## config.mk

```make
export PLATFORM = sky130hd
export DESIGN_NAME = button_encoder_4x2_flat
export DESIGN_NICKNAME = d
export VERILOG_FILES = /design/src/rtl/button_encoder_4x2_if.sv /design/src/rtl/button_encoder_4x2.sv /design/src/flat_wrapper.sv
export SDC_FILE = /design/constraint.sdc
export NUM_CORES = 1
export LEC_CHECK = 0
export CORE_UTILIZATION = 52
export DETAILED_ROUTE_END_ITERATION = 10
export PLACE_DENSITY = 0.77
export SLEW_MARGIN = 20
export SYNTH_ARGS = -nofsm -noshare
export SYNTH_HDL_FRONTEND = slang
export SYNTH_SLANG_ARGS = --single-unit
```

## constraint.sdc

```tcl
create_clock -name i_clk -period 1.8 [get_ports i_clk]
set_input_delay 0.36 -clock i_clk [delete_from_list [all_inputs] [get_ports i_clk]]
set_output_delay 0.36 -clock i_clk [all_outputs]
set_load 0.1 [all_outputs]
```

## src/rtl/button_encoder_4x2_if.sv

```systemverilog
// Purpose: bundles the raw button lines and the encoded press outputs.
// Latency: none, wiring only.
// Backpressure: none; outputs are levels/strobes with no ready path.
interface button_encoder_4x2_if;
  logic [3:0] i_btn_n;
  logic [1:0] o_code;
  logic       o_valid;
  logic       o_held;
  logic       o_multi;

  // Board/bench side: drives the buttons, observes the encoder.
  modport master (
    output i_btn_n,
    input  o_code,
    input  o_valid,
    input  o_held,
    input  o_multi
  );

  // Encoder side.
  modport slave (
    input  i_btn_n,
    output o_code,
    output o_valid,
    output o_held,
    output o_multi
  );
endinterface

```

## src/rtl/button_encoder_4x2.sv

```systemverilog
// Purpose: sync + debounce four active-low buttons, encode a single press to a 2-bit index.
// Latency: DEBOUNCE_CYCLES+3 clocks from a stable input change to the registered outputs.
// Backpressure: none; o_valid is a one-cycle strobe that is not held for a consumer.
module button_encoder_4x2 #(
  parameter int DEBOUNCE_CYCLES = 100000,
  parameter int CNT_W           = $clog2(DEBOUNCE_CYCLES + 1)
) (
  input  logic                 i_clk,
  input  logic                 i_reset,
  button_encoder_4x2_if.slave  bus
);

  typedef enum logic [1:0] {
    S_IDLE    = 2'd0,
    S_PRESSED = 2'd1,
    S_INVALID = 2'd2
  } state_t;

  localparam logic [CNT_W-1:0] CNT_LAST = CNT_W'(DEBOUNCE_CYCLES - 1);
  localparam logic [CNT_W-1:0] CNT_ONE  = CNT_W'(1);

  logic [3:0]       r_sync1;
  logic [3:0]       r_sync2;
  logic [3:0]       r_cand;
  logic [3:0]       r_deb;
  logic [CNT_W-1:0] r_cnt;

  state_t           r_state;
  logic [1:0]       r_code;
  logic             r_valid;
  logic             r_held;
  logic             r_multi;

  logic             w_single;
  logic             w_released;
  logic [1:0]       w_idx;
  logic [3:0]       w_latched;

  // Two-flop synchroniser; buttons are asynchronous to i_clk.
  always_ff @(posedge i_clk) begin
    if (i_reset) begin
      r_sync1 <= 4'b1111;
      r_sync2 <= 4'b1111;
    end else begin
      r_sync1 <= bus.i_btn_n;
      r_sync2 <= r_sync1;
    end
  end

  // Debounce: a new level must stay unchanged for DEBOUNCE_CYCLES cycles before it reaches deb.
  always_ff @(posedge i_clk) begin
    if (i_reset) begin
      r_cand <= 4'b1111;
      r_deb  <= 4'b1111;
      r_cnt  <= '0;
    end else if (r_sync2 != r_cand) begin
      r_cand <= r_sync2;
      r_cnt  <= '0;
    end else if (r_cand != r_deb) begin
      if (r_cnt == CNT_LAST) begin
        r_deb <= r_cand;
        r_cnt <= '0;
      end else begin
        r_cnt <= r_cnt + CNT_ONE;
      end
    end else begin
      r_cnt <= '0;
    end
  end

  // Decode the debounced vector: inverse of the active-low 2-to-4 digit select.
  always_comb begin
    w_single   = 1'b0;
    w_idx      = 2'b00;
    w_released = (r_deb == 4'b1111);
    case (r_deb)
      4'b1110: begin w_single = 1'b1; w_idx = 2'b00; end
      4'b1101: begin w_single = 1'b1; w_idx = 2'b01; end
      4'b1011: begin w_single = 1'b1; w_idx = 2'b10; end
      4'b0111: begin w_single = 1'b1; w_idx = 2'b11; end
      default: begin w_single = 1'b0; w_idx = 2'b00; end
    endcase
  end

  // Active-low pattern of the button that was accepted; anything else while pressed is illegal.
  assign w_latched = ~(4'b0001 << r_code);

  // Press FSM with registered outputs; INVALID only exits through a full release.
  always_ff @(posedge i_clk) begin
    if (i_reset) begin
      r_state <= S_IDLE;
      r_code  <= 2'b00;
      r_valid <= 1'b0;
      r_held  <= 1'b0;
      r_multi <= 1'b0;
    end else begin
      r_valid <= 1'b0;
      case (r_state)
        S_IDLE: begin
          if (w_single) begin
            r_state <= S_PRESSED;
            r_code  <= w_idx;
            r_valid <= 1'b1;
            r_held  <= 1'b1;
          end else if (!w_released) begin
            r_state <= S_INVALID;
            r_multi <= 1'b1;
          end
        end
        S_PRESSED: begin
          if (w_released) begin
            r_state <= S_IDLE;
            r_held  <= 1'b0;
          end else if (r_deb != w_latched) begin
            r_state <= S_INVALID;
            r_held  <= 1'b0;
            r_multi <= 1'b1;
          end
        end
        S_INVALID: begin
          if (w_released) begin
            r_state <= S_IDLE;
            r_multi <= 1'b0;
          end
        end
        default: begin
          r_state <= S_IDLE;
          r_held  <= 1'b0;
          r_multi <= 1'b0;
        end
      endcase
    end
  end

  assign bus.o_code  = r_code;
  assign bus.o_valid = r_valid;
  assign bus.o_held  = r_held;
  assign bus.o_multi = r_multi;

endmodule

```

## src/flat_wrapper.sv

```systemverilog
// flat-port wrapper written by rule: the top's interface ports become plain ports
module button_encoder_4x2_flat 
#(
  parameter int DEBOUNCE_CYCLES = 100000,
  parameter int CNT_W           = $clog2(DEBOUNCE_CYCLES + 1)
)
  (i_clk, i_reset, bus_i_btn_n, bus_o_code, bus_o_valid, bus_o_held, bus_o_multi);
  button_encoder_4x2_if bus_i ();
  input  logic i_clk;
  input  logic i_reset;
  input wire logic [$bits(bus_i.i_btn_n)-1:0] bus_i_btn_n;
  output wire logic [$bits(bus_i.o_code)-1:0] bus_o_code;
  output wire logic [$bits(bus_i.o_valid)-1:0] bus_o_valid;
  output wire logic [$bits(bus_i.o_held)-1:0] bus_o_held;
  output wire logic [$bits(bus_i.o_multi)-1:0] bus_o_multi;
  assign bus_i.i_btn_n = bus_i_btn_n;
  assign bus_o_code = bus_i.o_code;
  assign bus_o_valid = bus_i.o_valid;
  assign bus_o_held = bus_i.o_held;
  assign bus_o_multi = bus_i.o_multi;
  button_encoder_4x2 #(.DEBOUNCE_CYCLES(DEBOUNCE_CYCLES), .CNT_W(CNT_W)) u_core (.i_clk(i_clk), .i_reset(i_reset), .bus(bus_i));
endmodule
```

Word level (Yosys, flattened, before mapping)

Cells that the tools add are included.

Register bits after elaboration: 40
Latch bits: 0
Bits in writable memories: 0
ROM bits: 0
Bits of input ports: 6
Memories: 0

Add/subtract/negate cells: 1
$mul: 0
Div/mod/pow operators: 0
$lt $le $gt $ge: 0
Equal/unequal tests: 19
Shifts and indexed selects: 1
Mux-type cells: 19
Bitwise logic cells: 5
Reductions and logical operators: 9

Operator list:

| cell                    | count |
|---|---|
| $add A17 B1 Y17 const B | 1 |
| $eq A17 B17 Y1 const B  | 1 |
| $eq A4 B4 Y1 const B    | 4 |
| $ne A4 B4 Y1            | 3 |
| $pmux W2 S3             | 2 |
| $mux W1                 | 10 |
| $mux W2                 | 5 |
| $reduce_and A3 Y1       | 3 |
| $reduce_or A4 Y1        | 2 |
| $ne A2 B1 Y1 const B    | 3 |
| $ne A2 B2 Y1 const B    | 3 |
| $pmux W1 S3             | 2 |
| $reduce_and A5 Y1       | 1 |
| $eq A4 B3 Y1 const B    | 1 |
| $not A1 Y1              | 4 |
| $not A4 Y4              | 1 |
| $shl A1 B2 Y4 const A   | 1 |
| $ne A3 B1 Y1 const B    | 1 |
| $ne A3 B2 Y1 const B    | 1 |
| $eq A2 B1 Y1 const B    | 1 |
| $eq A2 B2 Y1 const B    | 1 |
| $logic_not A2 Y1        | 1 |
| $reduce_and A2 Y1       | 1 |
| $reduce_or A2 Y1        | 1 |

Longest topological paths before layout

Depth in word-level cells: 6
Mapped depth: 7
Mapped depth without buffers: 5

Worst setup path before layout

No wires, ideal clock.

Kind: register to register
Start point: reg u_core.r_code[0], in the netlist u_core.bus.o_code[0]
End point: reg u_core.r_multi, in the netlist u_core.bus.o_multi
Arrival: 1959 ps
Data required time: 1683 ps
Slack: -276 ps
Stages on the path, launching flop included: 5
Path buffers: 0
Clock period less this slack: 2076 ps
Path through: dfxtp_1 a21oi_1 a2111oi_1 a22oi_1 a32o_1

Word-level cells in the longest chain between the ends: 5

Ends and longest elaborated chain:

| item                               | line                      | RTL |
|---|---|---|
| start: declaration                 | button_encoder_4x2.sv:29  | `logic [1:0] r_code;` |
| start signal: assignment           | button_encoder_4x2.sv:102 | `r_code <= w_idx;` |
| $shl A1 B2 Y4                      | button_encoder_4x2.sv:86  | `assign w_latched = ~(4'b0001 << r_code);` |
| $not A4 Y4                         | button_encoder_4x2.sv:86  |  |
| $ne A4 B4 Y1                       | button_encoder_4x2.sv:114 | `end else if (r_deb != w_latched) begin` |
| $ne A2 B1 Y1 (no source line)      | n/a                       |  |
| $reduce_and A5 Y1 (no source line) | n/a                       |  |
| end signal: assignment             | button_encoder_4x2.sv:95  | `r_multi <= 1'b0;` |
| end signal: assignment             | button_encoder_4x2.sv:117 | `r_multi <= 1'b1;` |
| end signal: assignment             | button_encoder_4x2.sv:123 | `r_multi <= 1'b0;` |
| end: declaration                   | button_encoder_4x2.sv:32  | `logic r_multi;` |

Every way passes these cells.
A chain may end at the register's enable or synchronous reset.

Worst setup path in the final report

Start point: reg u_core.r_cnt[2]
End point: reg u_core.r_cnt[15]

Word-level cells in the longest chain between the ends: 2
Elaborated cells between the ends (all ways): 3
Those cells by class: add/sub: 1; eq/ne: 1; reduce/logical: 1

Ends and longest elaborated chain:

| item                                                    | line                     | RTL |
|---|---|---|
| start: declaration                                      | button_encoder_4x2.sv:26 | `logic [CNT_W-1:0] r_cnt;` |
| start signal: assignment                                | button_encoder_4x2.sv:64 | `r_cnt <= r_cnt + CNT_ONE;` |
| branches (longest 2 deep; another with $add A17 B1 Y17) | n/a                      |  |

Several ways; the timed one is not identified.

==> metrics.csv <==
stage,metric,value,unit
outcome,status,"complete, no violations",
critical_path,critPathTopFamily,simple AND/OR/NAND/NOR gates,
critical_path,crit_path_max_fanout,5,
synth,syn_inst,196,
floorplanning,die-width,61.4,µm
cells_and_area,final_nets,218,
synth,synthArstFlopShare,0,%
critical_path,critPathArrivalTime,1.97,ns
critical_path,r2r-start,u_core.r_cnt[2],
clock_tree,postCtsSetupRepairBufs,0,
worst_hold_path,hold_path_end,u_core.r_sync2[2],
synth,synth_seq_area_share,43.7,%
sta,hold_violations,0,
pwr,power_leakage,0.731,nW
synth,yosys_warnings,0,
global_route,grt_pass1_vias,1296,
critical_path,reg2reg_slack,0.11,ns
synth,synth-compound-area-share,9.69,%
critical_path,worst_ep_required_time,2.08,ns
clock_tree,h-tree-depth,2,
global_route,met2_usage,32.5,%
critical_path,r2r_end,u_core.r_cnt[15],
critical_path,slowest_delay,0.44,ns
synth,synth_nets,203,
critical_path,worst-path-buf-inv,0,
synth,synth_top_flop_cell,dfxtp_1,
sta,finalCriticalPeriod,1.69,ns
critical_path,critical_path_class,register to register,
cells_and_area,area_growth,16.2,%
global_route,grt_use_met3,7.14,%
worst_hold_path,hold_start,u_core.r_sync1[2],
worst_hold_path,holdCritPathClass,register to register,
pwr,peakVddDrop,466,µV
synth,synthXorXnorAreaFrac,10.5,%
sta,worstMarginPinSlew,0.400,ns
clock_tree,clock_path_buffers,2,
global_route,grt_max_degree,28,
cells_and_area,utilization,63.3,%
cells_and_area,final_common_cell,dfxtp_1,
critical_path,worst_setup_path_start_kind,register,
floorplanning,dieHeight,61.4,µm
clock_tree,root_buffer,clkbuf_4,
floorplanning,die_area,0.00377,mm²
sta,rsz0062_at_grt,no,
clock_tree,path_clk_slew,0.12,ns
synth,ys_ff_latch,40,
global_route,antenna_found_initial,0,
pwr,p_total,1.45,mW
synth,synth-simple-area-share,29.4,%
clock_tree,cts_sinks,40,
place,hpwl,2.52,mm
routing,drcViolationCount,0,
clock_tree,tritoncts,yes,
flow_run,maxCapViolations,0,
critical_path,reg2reg_depth,4,
routing,initialDrtViolationCount,97,
synth,synthesis.area,0.00183,mm²
global_route,use_met1,24.0,%
synth,synth_cell_types,42,
synth,synth_mux_area_share,2.18,%
critical_path,path_cells,nand3_2 > or3_4 > or3_1 > a211oi_2,
critical_path,slowest_stage,dfxtp_1,
routing,dr.pass1.iters,4,
floorplanning,io_pins,11,
sta,fmax,0.591,GHz
sta,setup_violations,0,
routing,routed_wl,3.48,mm
routing,vias_per_cell,5.62,
global_route,grt_pass1_wl,5.53,mm
sta,fin_skew,0.00634,ns
clock_tree,cts_buffers,5,
sta,fin_crit_sh,93.9,%
cells_and_area,drive_above_1_share,24.5,%
sta,drv_slew,0,
clock_tree,clkLatencyLatePin,0.35,ns
pwr,p_per_area,680,mW/mm²
synth,avgSynthCellArea,9.35,µm²
place,place_congestion,0.810,
global_route,gr-total-overflow,0,
synth,synth_fa_ha_area_share,0.683,%
worst_hold_path,hold_depth,1,
global_route,track_usage,20.2,%
critical_path,worstSetupEndpointType,register,
cells_and_area,diodes,0,
global_route,grt.busiest_layer,met2,
floorplanning,fp-row-count,21,
sta,max_slew_margin,73.0,%
floorplanning,start_util,54.5,%
routing,antenna_left,0,
cells_and_area,layout_common_cells,"dfxtp_1 (36), nor2_1 (15), xor2_1 (13), or2_2 (13), buf_4 (10)",
synth,synth_top_family_by_area,simple AND/OR/NAND/NOR gates,
sta,setup_tns,0,ns
synth,synth_edf_count,0,
place,port_buffers,10,
routing,post_drt_wl_per_cell,13.5,µm
floorplanning,coreArea,0.00336,mm²
routing,vias,1449,
==> kinds of logic after synthesis <==
kind of cell | count (synthesis)
compound gates | 26
xor+xnor | 22
fa+ha+maj | 1
buf+inv | 14
flops | 40
mux | 4
simple gates | 89
==> stage by stage <==
step,hold slack [ns],setup slack [ns],std cells,area [µm²]
finish,0.422,0.109,258,2130
global route,0.443,0.00868,258,2130
CTS,0.427,0.0576,258,2120
detailed placement,0.397,0.0724,250,2050
global placement,0.397,0.147,250,2050
floorplan,0.389,0.0733,196,1840
==> synth_stat cells (all sizes together), types with 2 or more instances <==
master  instances  area, µm²
a21oi           6       30.0
xor2           13        114
dfxtp          40        801
and4            3       26.3
nand4           5       31.3
nor4            2       12.5
nand4b          2       17.5
and3            4       25.0
or2            13       81.3
nor4b           3       26.3
nand2           9       38.8
nand3           8       45.0
nor3           12       75.1
xnor2           9       78.8
a211oi          5       47.5
or3             7       48.8
mux2i           4       40.0
clkbuf          4       15.0
buf             8       48.8
nor2           15       56.3
inv             2       7.51
o21ai           9       45.0
==> cell type report <==
cell class	count	area, µm²
flip-flops and latches	40	806
inverters	2	7.51
repair buffers	20	225
clock inverters	2	15.0
clock buffers	6	51.3
fillers	301	1230
multi-input cells	142	967
well taps	46	57.6
==> where the power goes <==
part	switching, mW	internal [mW]
Clock	0.303	0.190
Combinational	0.0230	0.0276
Sequential	0.00722	0.897
Total	0.333	1.11
==> flip-flops by register name (all words and copies together), names as in the netlist, 2 cells and up <==
signal	flops
u_core.bus.o_code	2
u_core.r_deb	4
u_core.r_state	2
u_core.r_cnt	17
u_core.r_cand	4
u_core.r_sync2	4
u_core.r_sync1	4
==> timing repair <==
action,CTS,global route
resized for setup,0,4
hold buffers,0,0
endpoints found under the setup margin,0,3
==> routing by layer <==
metal,share of wire (%),up-vias
met5,0,-
met4,1.8,0
met3,3.7,9
met2,50,40
met1,45,677
li1,-,723
==> worst max path at each step <==
stage                               startpoint                 end  slack (ns)  cells after the start
after floorplan           u_core.bus.o_code[0]  u_core.bus.o_multi        0.07                      4
after global placement                 i_reset    u_core.r_cnt[14]        0.15                      4
after detailed placement       u_core.r_cnt[0]    u_core.r_cnt[16]        0.07                      5
after CTS                      u_core.r_cnt[0]    u_core.r_cnt[16]        0.06                      5
after global routing           u_core.r_cnt[0]    u_core.r_cnt[16]       0.009                      5
final                          u_core.r_cnt[2]    u_core.r_cnt[15]        0.11                      4
Power figures use the tool's default switching activity.
